**src/rtl/instr_encoder_loader_pkg.sv**
```systemverilog
// -----------------------------------------------------------------------------
// instr_encoder_loader_pkg
// Shared definitions for the instruction encoder/loader and the control-unit
// decoder: op-class codes, instruction field positions, fixed class bit
// patterns, the NOP word, the descriptor struct handed to the field packer and
// the loader FSM state type.
// No ports (package).
// -----------------------------------------------------------------------------
package instr_encoder_loader_pkg;

   // Descriptor classes; codes 5-7 are illegal and never encoded
   typedef enum logic [2:0] {
      OP_DP_REG = 3'd0,
      OP_DP_IMM = 3'd1,
      OP_LDST   = 3'd2,
      OP_BRANCH = 3'd3,
      OP_NOP    = 3'd4
   } op_class_e;

   // Loader FSM states
   typedef enum logic {
      ST_IDLE  = 1'b0,
      ST_WRITE = 1'b1
   } load_state_e;

   // Field positions inside the 32-bit instruction word
   localparam int COND_LSB   = 28;
   localparam int COND_MSB   = 31;
   localparam int CLASS_LSB  = 25;
   localparam int CLASS_MSB  = 27;
   localparam int OPCODE_LSB = 21;
   localparam int OPCODE_MSB = 24;
   localparam int RN_LSB     = 16;
   localparam int RN_MSB     = 19;
   localparam int RD_LSB     = 12;
   localparam int RD_MSB     = 15;
   localparam int OP2_LSB    = 0;
   localparam int OP2_MSB    = 11;

   localparam logic [31:0] NOP_WORD = 32'h0000_0000;

   // Fixed upper class bits; DP and LD/ST append their I bit below these
   localparam logic [1:0] CLASS_DP     = 2'b00;
   localparam logic [1:0] CLASS_LDST   = 2'b01;
   localparam logic [2:0] CLASS_BRANCH = 3'b101;

   // Field-level op descriptor as presented on the loader input
   typedef struct packed {
      logic [2:0]  opClass;
      logic [3:0]  cond;
      logic [3:0]  opcode;
      logic        sBit;
      logic [3:0]  rn;
      logic [3:0]  rd;
      logic [3:0]  rm;
      logic [4:0]  shiftImm;
      logic [1:0]  shiftType;
      logic [11:0] imm12;
      logic        lsReg;
      logic        lsU;
      logic        lsB;
      logic        lsL;
      logic        brLink;
      logic [23:0] brOff;
   } op_desc_t;

   // Register-shifted operand shared by DP-reg and register-offset LD/ST
   function automatic logic [11:0] packShiftedReg(input logic [4:0] shiftImm,
                                                  input logic [1:0] shiftType,
                                                  input logic [3:0] rm);
      return {shiftImm, shiftType, 1'b0, rm};
   endfunction

endpackage

```
**src/rtl/instr_encoder_loader_field_pack.sv**
```systemverilog
// -----------------------------------------------------------------------------
// instr_field_pack
// Purely combinational packer: turns a field-level op descriptor into a 32-bit
// ARM-subset instruction word and flags whether the descriptor is legal.
// Optional build macro: ENC_CHECK_EN adds rejection of cond==4'b1111 and of
// DP-reg descriptors with rd==15 and S=1.
// Ports:
//   i_desc   in   op_desc_t  descriptor fields
//   o_word   out  32         encoded instruction (NOP_WORD for illegal classes)
//   o_legal  out  1          descriptor may be written to memory
// -----------------------------------------------------------------------------
module instr_field_pack
   import instr_encoder_loader_pkg::*;
(
   input  op_desc_t    i_desc,
   output logic [31:0] o_word,
   output logic        o_legal
);

   logic [11:0] w_shiftedReg;
   logic        w_checkFail;

   assign w_shiftedReg = packShiftedReg(i_desc.shiftImm, i_desc.shiftType, i_desc.rm);

   // Extra sanity checks: the "never" condition and a flag-setting write to PC
`ifdef ENC_CHECK_EN
   assign w_checkFail = (i_desc.cond == 4'hF) ||
                        ((i_desc.opClass == OP_DP_REG) && (i_desc.rd == 4'd15) && i_desc.sBit);
`else
   assign w_checkFail = 1'b0;
`endif

   // Build the word field by field from a zero base so unused bits stay 0
   always_comb begin
      o_word  = NOP_WORD;
      o_legal = 1'b1;
      case (i_desc.opClass)
         OP_DP_REG, OP_DP_IMM: begin
            o_word[COND_MSB:COND_LSB]     = i_desc.cond;
            o_word[CLASS_MSB:CLASS_LSB]   = {CLASS_DP, (i_desc.opClass == OP_DP_IMM)};
            o_word[OPCODE_MSB:OPCODE_LSB] = i_desc.opcode;
            o_word[20]                    = i_desc.sBit;
            o_word[RN_MSB:RN_LSB]         = i_desc.rn;
            o_word[RD_MSB:RD_LSB]         = i_desc.rd;
            o_word[OP2_MSB:OP2_LSB]       = (i_desc.opClass == OP_DP_IMM) ? i_desc.imm12 : w_shiftedReg;
         end
         OP_LDST: begin
            // P=1, W=0: pre-indexed without writeback is the only form supported
            o_word[COND_MSB:COND_LSB]   = i_desc.cond;
            o_word[CLASS_MSB:CLASS_LSB] = {CLASS_LDST, i_desc.lsReg};
            o_word[24]                  = 1'b1;
            o_word[23]                  = i_desc.lsU;
            o_word[22]                  = i_desc.lsB;
            o_word[21]                  = 1'b0;
            o_word[20]                  = i_desc.lsL;
            o_word[RN_MSB:RN_LSB]       = i_desc.rn;
            o_word[RD_MSB:RD_LSB]       = i_desc.rd;
            o_word[OP2_MSB:OP2_LSB]     = i_desc.lsReg ? w_shiftedReg : i_desc.imm12;
         end
         OP_BRANCH: begin
            o_word[COND_MSB:COND_LSB]   = i_desc.cond;
            o_word[CLASS_MSB:CLASS_LSB] = CLASS_BRANCH;
            o_word[24]                  = i_desc.brLink;
            o_word[23:0]                = i_desc.brOff;
         end
         OP_NOP: begin
            o_word = NOP_WORD;
         end
         default: begin
            o_legal = 1'b0;
         end
      endcase
      if (w_checkFail) begin
         o_legal = 1'b0;
      end
   end

endmodule

```
**src/rtl/instr_encoder_loader.sv**
```systemverilog
// -----------------------------------------------------------------------------
// instr_encoder_loader
// Accepts field-level op descriptors on a valid/ready handshake, packs each
// into a 32-bit instruction word and writes it to instruction memory at an
// auto-incrementing word address through a req/ack write port. Used to load
// test programs before the pipeline runs.
// Optional build macro: ENC_CHECK_EN (extra legality checks in the packer).
// Parameters: ADDR_W word-address width, DEPTH words before full,
//             BASE_ADDR first address after reset/clear.
// Ports:
//   clk, rst_n            clock, async active-low reset
//   clear                 restart loading at BASE_ADDR (deferred during a write)
//   op_valid / op_ready   descriptor handshake
//   op_class..br_off      descriptor fields
//   mem_req / mem_ack     write handshake, req held until ack
//   mem_addr / mem_wdata  write address and encoded word
//   count, full           words written since reset/clear, count==DEPTH
//   enc_err               one-cycle pulse when an illegal descriptor is dropped
// -----------------------------------------------------------------------------
module instr_encoder_loader #(
   parameter int ADDR_W    = 8,
   parameter int DEPTH     = 256,
   parameter int BASE_ADDR = 0
)(
   input  logic              clk,
   input  logic              rst_n,
   input  logic              clear,
   input  logic              op_valid,
   output logic              op_ready,
   input  logic [2:0]        op_class,
   input  logic [3:0]        cond,
   input  logic [3:0]        opcode,
   input  logic              s_bit,
   input  logic [3:0]        rn,
   input  logic [3:0]        rd,
   input  logic [3:0]        rm,
   input  logic [4:0]        shift_imm,
   input  logic [1:0]        shift_type,
   input  logic [11:0]       imm12,
   input  logic              ls_reg,
   input  logic              ls_u,
   input  logic              ls_b,
   input  logic              ls_l,
   input  logic              br_link,
   input  logic [23:0]       br_off,
   output logic              mem_req,
   input  logic              mem_ack,
   output logic [ADDR_W-1:0] mem_addr,
   output logic [31:0]       mem_wdata,
   output logic [ADDR_W:0]   count,
   output logic              full,
   output logic              enc_err
);

   import instr_encoder_loader_pkg::*;

   localparam logic [ADDR_W-1:0] BASE_A  = ADDR_W'(BASE_ADDR);
   localparam logic [ADDR_W:0]   DEPTH_C = (ADDR_W+1)'(DEPTH);

   load_state_e       r_state;
   logic [ADDR_W-1:0] r_addr;
   logic [ADDR_W:0]   r_count;
   logic [31:0]       r_word;
   logic              r_memReq;
   logic              r_encErr;
   logic              r_clrPend;

   op_desc_t          w_desc;
   logic [31:0]       w_word;
   logic              w_legal;
   logic              w_full;
   logic              w_canAccept;

   assign w_desc.opClass   = op_class;
   assign w_desc.cond      = cond;
   assign w_desc.opcode    = opcode;
   assign w_desc.sBit      = s_bit;
   assign w_desc.rn        = rn;
   assign w_desc.rd        = rd;
   assign w_desc.rm        = rm;
   assign w_desc.shiftImm  = shift_imm;
   assign w_desc.shiftType = shift_type;
   assign w_desc.imm12     = imm12;
   assign w_desc.lsReg     = ls_reg;
   assign w_desc.lsU       = ls_u;
   assign w_desc.lsB       = ls_b;
   assign w_desc.lsL       = ls_l;
   assign w_desc.brLink    = br_link;
   assign w_desc.brOff     = br_off;

   instr_field_pack u_pack (
      .i_desc  (w_desc),
      .o_word  (w_word),
      .o_legal (w_legal)
   );

   assign w_full      = (r_count == DEPTH_C);
   assign w_canAccept = (r_state == ST_IDLE) && !w_full;

   // Ready is gated by rst_n so it reads 0 while reset is held, and by clear so
   // no descriptor slips in on the cycle the address is being restarted.
   assign op_ready  = rst_n && w_canAccept && !clear;
   assign mem_req   = r_memReq;
   assign mem_addr  = r_addr;
   assign mem_wdata = r_word;
   assign count     = r_count;
   assign full      = w_full;
   assign enc_err   = r_encErr;

   // Loader FSM: IDLE accepts and registers one encoded word, WRITE holds the
   // request stable until the memory acknowledges it. A clear seen during
   // WRITE is remembered and replaces the address/count increment on ack, so
   // the in-flight word still lands at its original address.
   always_ff @(posedge clk or negedge rst_n) begin
      if (!rst_n) begin
         r_state   <= ST_IDLE;
         r_addr    <= BASE_A;
         r_count   <= '0;
         r_word    <= '0;
         r_memReq  <= 1'b0;
         r_encErr  <= 1'b0;
         r_clrPend <= 1'b0;
      end else begin
         r_encErr <= 1'b0;
         case (r_state)
            ST_IDLE: begin
               if (clear) begin
                  r_addr  <= BASE_A;
                  r_count <= '0;
               end else if (op_valid && w_canAccept) begin
                  if (w_legal) begin
                     r_word   <= w_word;
                     r_memReq <= 1'b1;
                     r_state  <= ST_WRITE;
                  end else begin
                     r_encErr <= 1'b1;
                  end
               end
            end
            ST_WRITE: begin
               if (clear) begin
                  r_clrPend <= 1'b1;
               end
               if (mem_ack) begin
                  r_memReq  <= 1'b0;
                  r_clrPend <= 1'b0;
                  r_state   <= ST_IDLE;
                  if (r_clrPend || clear) begin
                     r_addr  <= BASE_A;
                     r_count <= '0;
                  end else begin
                     r_addr  <= r_addr + 1'b1;
                     r_count <= r_count + 1'b1;
                  end
               end
            end
            default: begin
               r_state <= ST_IDLE;
            end
         endcase
      end
   end

endmodule

```
**config.mk**
```make
export PLATFORM = sky130hd
export DESIGN_NAME = instr_encoder_loader
export DESIGN_NICKNAME = d
export VERILOG_FILES = /design/src/rtl/instr_encoder_loader_pkg.sv /design/src/rtl/instr_encoder_loader_field_pack.sv /design/src/rtl/instr_encoder_loader.sv
export SDC_FILE = /design/constraint.sdc
export NUM_CORES = 1
export LEC_CHECK = 0
export BUFFER_PORTS_ARGS = -buffer_cell sky130_fd_sc_hd__buf_2
export CAP_MARGIN = 10
export CORE_MARGIN = 10
export CORE_UTILIZATION = 40
export DETAILED_ROUTE_END_ITERATION = 8
export PLACE_DENSITY = 0.74
export SYNTH_ARGS = -nofsm -noshare
export SYNTH_HDL_FRONTEND = slang
export SYNTH_SLANG_ARGS = --single-unit
export TNS_END_PERCENT = 30
```
**constraint.sdc**
```tcl
create_clock -name clk -period 2.45 [get_ports clk]
set_input_delay 0.6125 -clock clk [delete_from_list [all_inputs] [get_ports clk]]
set_output_delay 0.6125 -clock clk [all_outputs]
set_load 0.02 [all_outputs]
```
## Word level (Yosys, flattened, before mapping)

Cells that the tools add are included.

| word-level totals | value |
|---|---|
| flip-flop bits (word level) | 53 |
| latch bits | 0 |
| RAM bits | 0 |
| ROM bits | 0 |
| input bits | 77 |
| output and inout port bits | 53 |
| logic and storage cells | 64 |
| memories kept | 0 |

| operators by class | value |
|---|---|
| $add $sub $neg | 2 |
| multipliers | 0 |
| divide/modulo/power cells | 0 |
| $lt $le $gt $ge | 0 |
| eq/ne operators | 10 |
| shifts and indexed selects | 0 |
| multiplexer cells | 28 |
| bitwise gates (word level) | 2 |
| reduce and logical (&&, ||, !) cells | 15 |

Operators with widths:

| kind | count |
|---|---|
| $pmux 32 s3 | 1 |
| $mux 9 | 3 |
| $mux 12 | 2 |
| $mux 8 | 3 |
| $pmux 9 s2 | 1 |
| $pmux 8 s2 | 1 |
| $mux 1 | 15 |
| $add 9x1->9 const B | 1 |
| $eq 9x9->1 const B | 1 |
| $add 8x1->8 const B | 1 |
| $reduce_and 4->1 | 2 |
| $eq 3x2->1 const B | 2 |
| $ne 2x2->1 const B | 3 |
| $reduce_or 5->1 | 1 |
| $logic_and 1x1->1 | 4 |
| $ne 2x1->1 const B | 2 |
| $pmux 1 s2 | 2 |
| $reduce_and 2->1 | 2 |
| $eq 3x1->1 const B | 1 |
| $eq 3x3->1 const B | 1 |
| $logic_not 3->1 | 1 |
| $logic_not 1->1 | 2 |
| $not 1->1 | 2 |
| $reduce_bool 2->1 | 1 |
| other kinds (2) | 2 |

## Longest topological paths before layout

| logic depth | value |
|---|---|
| depth after elaboration | 7 |
| mapped depth | 7 |

## Hierarchy

A second synthesis with hierarchy kept.

| second synthesis, totals | value |
|---|---|
| cell total of the unflattened synthesis | 302 |
| area total of the unflattened synthesis | 3223.1 um^2 |

By module, submodules not included:

| module | instances | cells an instance | area an instance (um^2) |
|---|---|---|---|
| instr_encoder_loader | 1 | 185 | 2434.8 |
| instr_field_pack | 1 | 117 | 788.3 |

## Least setup slack after synthesis

OpenSTA, ideal clock, no wires.

| timing path | value |
|---|---|
| path kind | register to output |
| start point | register r_count[5] (netlist: count[5]) |
| end point | output port op_ready |
| arrival time | 1677 ps |
| required time | 1837 ps |
| path slack | 160 ps |
| cell stages (with the launch flop) | 4 |
| path buffers | 0 |
| cell sequence | dfrtp_1 > or4_4 > nor2_1 > and3b_1 |

| on the way | value |
|---|---|
| word-level cells in the longest chain between the ends | 5 |

Ends and longest elaborated chain:

| what | line | RTL |
|---|---|---|
| start: declaration | instr_encoder_loader.sv:62 | `logic [ADDR_W:0] r_count;` |
| start signal: assignment | instr_encoder_loader.sv:153 | `r_count <= r_count + 1'b1;` |
| $eq 9x9->1 | instr_encoder_loader.sv:97 | `assign w_full = (r_count == DEPTH_C);` |
| via full | instr_encoder_loader.sv:51 | `output logic full,` |
| $logic_not 1->1 | instr_encoder_loader.sv:98 | `assign w_canAccept = (r_state == ST_IDLE) && !w_full;` |
| $logic_and 1x1->1 | instr_encoder_loader.sv:98 |  |
| $logic_and 1x1->1 (2 in a row) | instr_encoder_loader.sv:102 | `assign op_ready = rst_n && w_canAccept && !clear;` |
| end: declaration | instr_encoder_loader.sv:29 | `output logic op_ready,` |

The timed path passes the listed nets, and every way through them passes these cells.

## Worst setup path after layout

| timing path | value |
|---|---|
| start point | register r_count[6] (netlist: count[6]) |
| end point | output port op_ready |

| on the way | value |
|---|---|
| word-level cells in the longest chain between the ends | 5 |

Ends and longest elaborated chain:

| what | line |
|---|---|
| $eq 9x9->1 | instr_encoder_loader.sv:97 |
| $logic_not 1->1 | instr_encoder_loader.sv:98 |
| $logic_and 1x1->1 | instr_encoder_loader.sv:98 |
| $logic_and 1x1->1 (2 in a row) | instr_encoder_loader.sv:102 |

Every way passes these cells.

==> PnR_summary.wiki <==
{| class="wikitable"
! Metric !! Value
|-
| Status || finished, final reports clean
|-
| Type of the tightest min-delay check || in2async
|-
| Critical Path Start Type || register
|-
| Leakage power summed over all cells || 1.82 nW
|-
| Total iterations of the first detailed-routing run || 4
|-
| Net switching component of the power || 680 uW
|-
| CTS tree || done
|-
| Critical path cell sequence || or4_4 -> nor2_2 -> and3b_1 -> buf_2
|-
| Gp weighted congestion || 0.862
|-
| Gate power share || 27.4%
|-
| Initial antenna violation count || 0
|-
| Slowest cell on the critical path || sky130_fd_sc_hd__or4_4
|-
| RSZ-0062 raised after global routing || false
|-
| Antenna violation net count after detailed routing || 0
|-
| Area of the core || 0.00642 mm2
|-
| Count of input and output buffers || 129
|-
| Flip-flop cell with the highest count after synthesis || sky130_fd_sc_hd__dfrtp_1
|-
| Number of endpoints failing setup at the final stage || 0
|-
| IR drop worst, VDD || 0.302 mV
|-
| M3 GR Usage || 6.60%
|-
| Number of vias in the routed layout || 2549
|-
| H-tree depth || 2
|-
| Post-CTS Hold Buffers || 0
|-
| GRT Util Overall || 15.1%
|-
| Cell-internal power || 1.45 mW
|-
| Layout cell share with drive strength beyond 1 || 38.5%
|-
| Count of antenna diodes in the layout || 0
|-
| Switching share of power || 32.0%
|-
| Critical Path Fanout Max || 6
|-
| Met1 usage in global routing || 17.8%
|-
| Most frequently used cell type in the post-synthesis netlist || sky130_fd_sc_hd__dfrtp_1
|-
| Netlist cell types || 42
|-
| Synth Area per Inst || 9.68 um2
|-
| Cell taking the most area after synthesis || sky130_fd_sc_hd__dfrtp_1
|-
| Clock power frac || 22.8%
|-
| Gate count of the mapped netlist || 276
|-
| Remaining design rule violation count || 0
|-
| CTS sink count || 53
|-
| Final setup TNS || 0 ns
|-
| Power density of the placed cells || 607 mW/mm2
|-
| Buffer cell driving the clock tree root || sky130_fd_sc_hd__clkbuf_8
|-
| Reg-to-reg setup timing slack || 0.47 ns
|-
| Largest delay contributor family on the critical path || simple AND/OR/NAND/NOR gates
|-
| Crit Reg-Reg Startpoint || count[6]$_DFFE_PN0P_
|-
| Clock-pin slew on the worst setup and hold paths || 0.08 ns
|-
| Worst setup EP type || primary output
|-
| Final global-route overflow total || 0
|-
| Synth cell count leaders || 53 x sky130_fd_sc_hd__dfrtp_1, 37 x sky130_fd_sc_hd__o21ai_0, 33 x sky130_fd_sc_hd__nand2_1, 24 x sky130_fd_sc_hd__a22o_1, 20 x sky130_fd_sc_hd__nor2_1
|-
| Worst R2R End || mem_wdata[27]$_DFFE_PN0P_
|-
| Number of top-level design ports || 130
|-
| Post-layout minimum cycle time || 2.36 ns
|-
| Post-Synthesis Cell Area || 0.00267 mm2
|-
| Highest clock rate || 0.423 GHz
|-
| Most Crowded Layer GR || met2
|-
| Clock Tree Buf Depth || 2
|-
| Post-route fraction of the period consumed by the critical path || 96.5%
|-
| Worst-Margin Slew || 0.980 ns
|-
| Starting density of the core || 41.6%
|-
| Clock buffers created by TritonCTS || 5
|-
| Area growth from synthesis to layout || 31.1%
|-
| Global routing met2 resource utilization || 24.8%
|-
| Largest incremental delay on the critical path || 0.55 ns
|-
| Sequential fraction of the synthesis area || 49.6%
|-
| Area occupied by multi-input gates || 0.00121 mm2
|-
| Via density per instance || 5.31
|-
| Final total power || 2.13 mW
|-
| Total wire length after detailed routing || 7.89 mm
|-
| Classification of the worst setup path || reg2out
|-
| Drt wl/cell || 16.4 um
|-
| Width of the die || 102 um
|-
| Register Area || 0.00133 mm2
|-
| Clock latency on the worst-skew pair || 0.30 ns
|-
| First-pass GRT wire length || 12.7 mm
|-
| Final worst clock skew || 0.00239 ns
|-
| Data required time at the worst endpoint || 1.84 ns
|-
| Number of hold violations in the final report || 0
|-
| Height of the die || 102 um
|-
| Half-perimeter wire length of the detailed placement result || 6.18 mm
|-
| Max transition margin || 34.5%
|-
| Number of nets in the layout || 483
|-
| Syn nets || 356
|-
| Top post-synthesis cells by area || sky130_fd_sc_hd__dfrtp_1 50%, sky130_fd_sc_hd__a22o_1 7.9%, sky130_fd_sc_hd__o21ai_0 6.9%
|-
| Count of synthesis-stage warnings from yosys || 0
|-
| Core Rows || 29
|-
| Buffers and inverters on the worst path || 1
|-
| Number of global-route vias before repair || 2611
|-
| Number of slew-limit violations in the final report || 0
|-
| Die area || 0.0103 mm2
|-
| Maxcap violations || 0
|-
| Maximum number of pins on one net before global-route repair || 54
|-
| DR iter-0 viols || 67
|-
| Async set-or-reset flop fraction in the synthesized netlist || 100%
|-
| Power share of the sequential group || 49.8%
|-
| Share of the synthesized area in the top cell type || 49.6%
|-
| Arr. time, crit path || 1.75 ns
|-
| Worst reg-to-reg path cell count || 4
|-
| Number of flops mapped to enable cells by yosys || 0
|-
| Fillers || 588
|-
| Register bit count reported by yosys || 53
|}
==> flip-flops by register name, summed over array words and instances, names as in the netlist <==
signal	count
mem_wdata	32
count	9
mem_addr	8
enc_err	1
mem_req	1
r_clrPend	1
r_state	1
==> layout by cell type (no fill, tap or decap), drive strengths merged, types with 2 or more instances in the layout <==
cell | Yosys | final
nor2 | 21 | 21
nand3 | 2 | 2
a22o | 24 | 24
a31oi | 3 | 3
clkbuf | 10 | 7
nand4 | 4 | 4
nand2 | 33 | 33
ha | 3 | 3
a21oi | 7 | 7
and3b | 2 | 2
o211ai | 12 | 12
mux2 | 2 | 2
nor3 | 3 | 3
mux2i | 4 | 4
xnor2 | 5 | 5
buf | 8 | 138
o21ai | 37 | 37
inv | 15 | 15
nor4b | 2 | 2
o31ai | 2 | 2
a22oi | 8 | 8
dfrtp | 53 | 53
and3 | 2 | 2
==> metal layers <==
layer / up-vias / share of wire, %
li1: 1252 / -
met1: 1179 / 42
met2: 107 / 46
met3: 11 / 10
met4: 0 / 1.3
met5: - / 0
==> area by class of cell <==
class	instances	area share, %
Multi-Input combinational cell	190	34.5
Inverter	15	1.61
Sequential cell	53	37.9
Timing Repair Buffer	138	20.7
Tap cell	77	2.75
Clock buffer	7	2.46
==> worst register-to-register path: stages, from the launching register on <==
cell                        delay (ns)
sky130_fd_sc_hd__dfrtp_2          0.45
sky130_fd_sc_hd__or4_4            0.55
sky130_fd_sc_hd__buf_4            0.17
sky130_fd_sc_hd__o2111ai_4        0.34
sky130_fd_sc_hd__mux2_2           0.38
==> power groups by stage <==
stage                     Clock (mW)  Sequential, mW  Combinational, mW
final                          0.485            1.06              0.584
after global routing           0.536            1.08              0.643
after CTS                      0.507            1.06              0.596
after detailed placement           0            1.07              0.600
after global placement             0            1.07              0.588
after floorplan                    0            1.21              0.200
==> cell families (layout without fill, tap and decap cells) <==
| family | after synthesis | after routing | synth area share, % |
|---|---|---|---|
| AO/OA/AOI/OAI | 99 | 99 | 25.4 |
| XOR/XNOR | 5 | 5 | 1.64 |
| adder cells (fa/ha/maj) | 3 | 3 | 1.41 |
| buffers and inverters | 33 | 160 | 5.76 |
| flip-flops | 53 | 53 | 49.6 |
| multiplexers | 6 | 6 | 2.34 |
| AND/OR/NAND/NOR | 77 | 77 | 13.8 |
==> how the worst max path moves through the flow <==
stage                                    start                  endpoint  slack [ns]  depth (start not counted)
after floorplan           count[5]$_DFFE_PN0P_                  op_ready        0.16                          3
after global placement             op_class[0]  mem_wdata[4]$_DFFE_PN0P_        0.30                          5
after detailed placement           op_class[0]  mem_wdata[7]$_DFFE_PN0P_        0.21                          5
after CTS                 count[5]$_DFFE_PN0P_                  op_ready        0.02                          4
after global routing      count[0]$_DFFE_PN0P_                  op_ready       0.003                          6
final                     count[6]$_DFFE_PN0P_                  op_ready        0.09                          4
==> through the flow <==
| stage | std cells | area, um2 | hold WS [ns] | setup slack [ns] | util [%] |
|---|---|---|---|---|---|
| 3_5_place_dp | 471 | 3390 | 0.468 | 0.206 | 52.8 |
| 4_1_cts | 478 | 3480 | 0.471 | 0.0157 | 54.2 |
| 3_3_place_gp | 471 | 3390 | 0.460 | 0.304 | 52.8 |
| 6_report | 480 | 3500 | 0.447 | 0.0862 | 54.5 |
| 5_1_grt | 480 | 3500 | 0.502 | 0.00258 | 54.5 |
| 2_1_floorplan | 276 | 2670 | 0.317 | 0.160 | - |
==> what timing repair did <==
action / CTS / global route
resized for setup: 2 / 2
setup buffers: 0 / 2
setup endpoints to repair: 1 / 1
pin swaps: 0 / 1
Power figures use the tool's default switching activity.
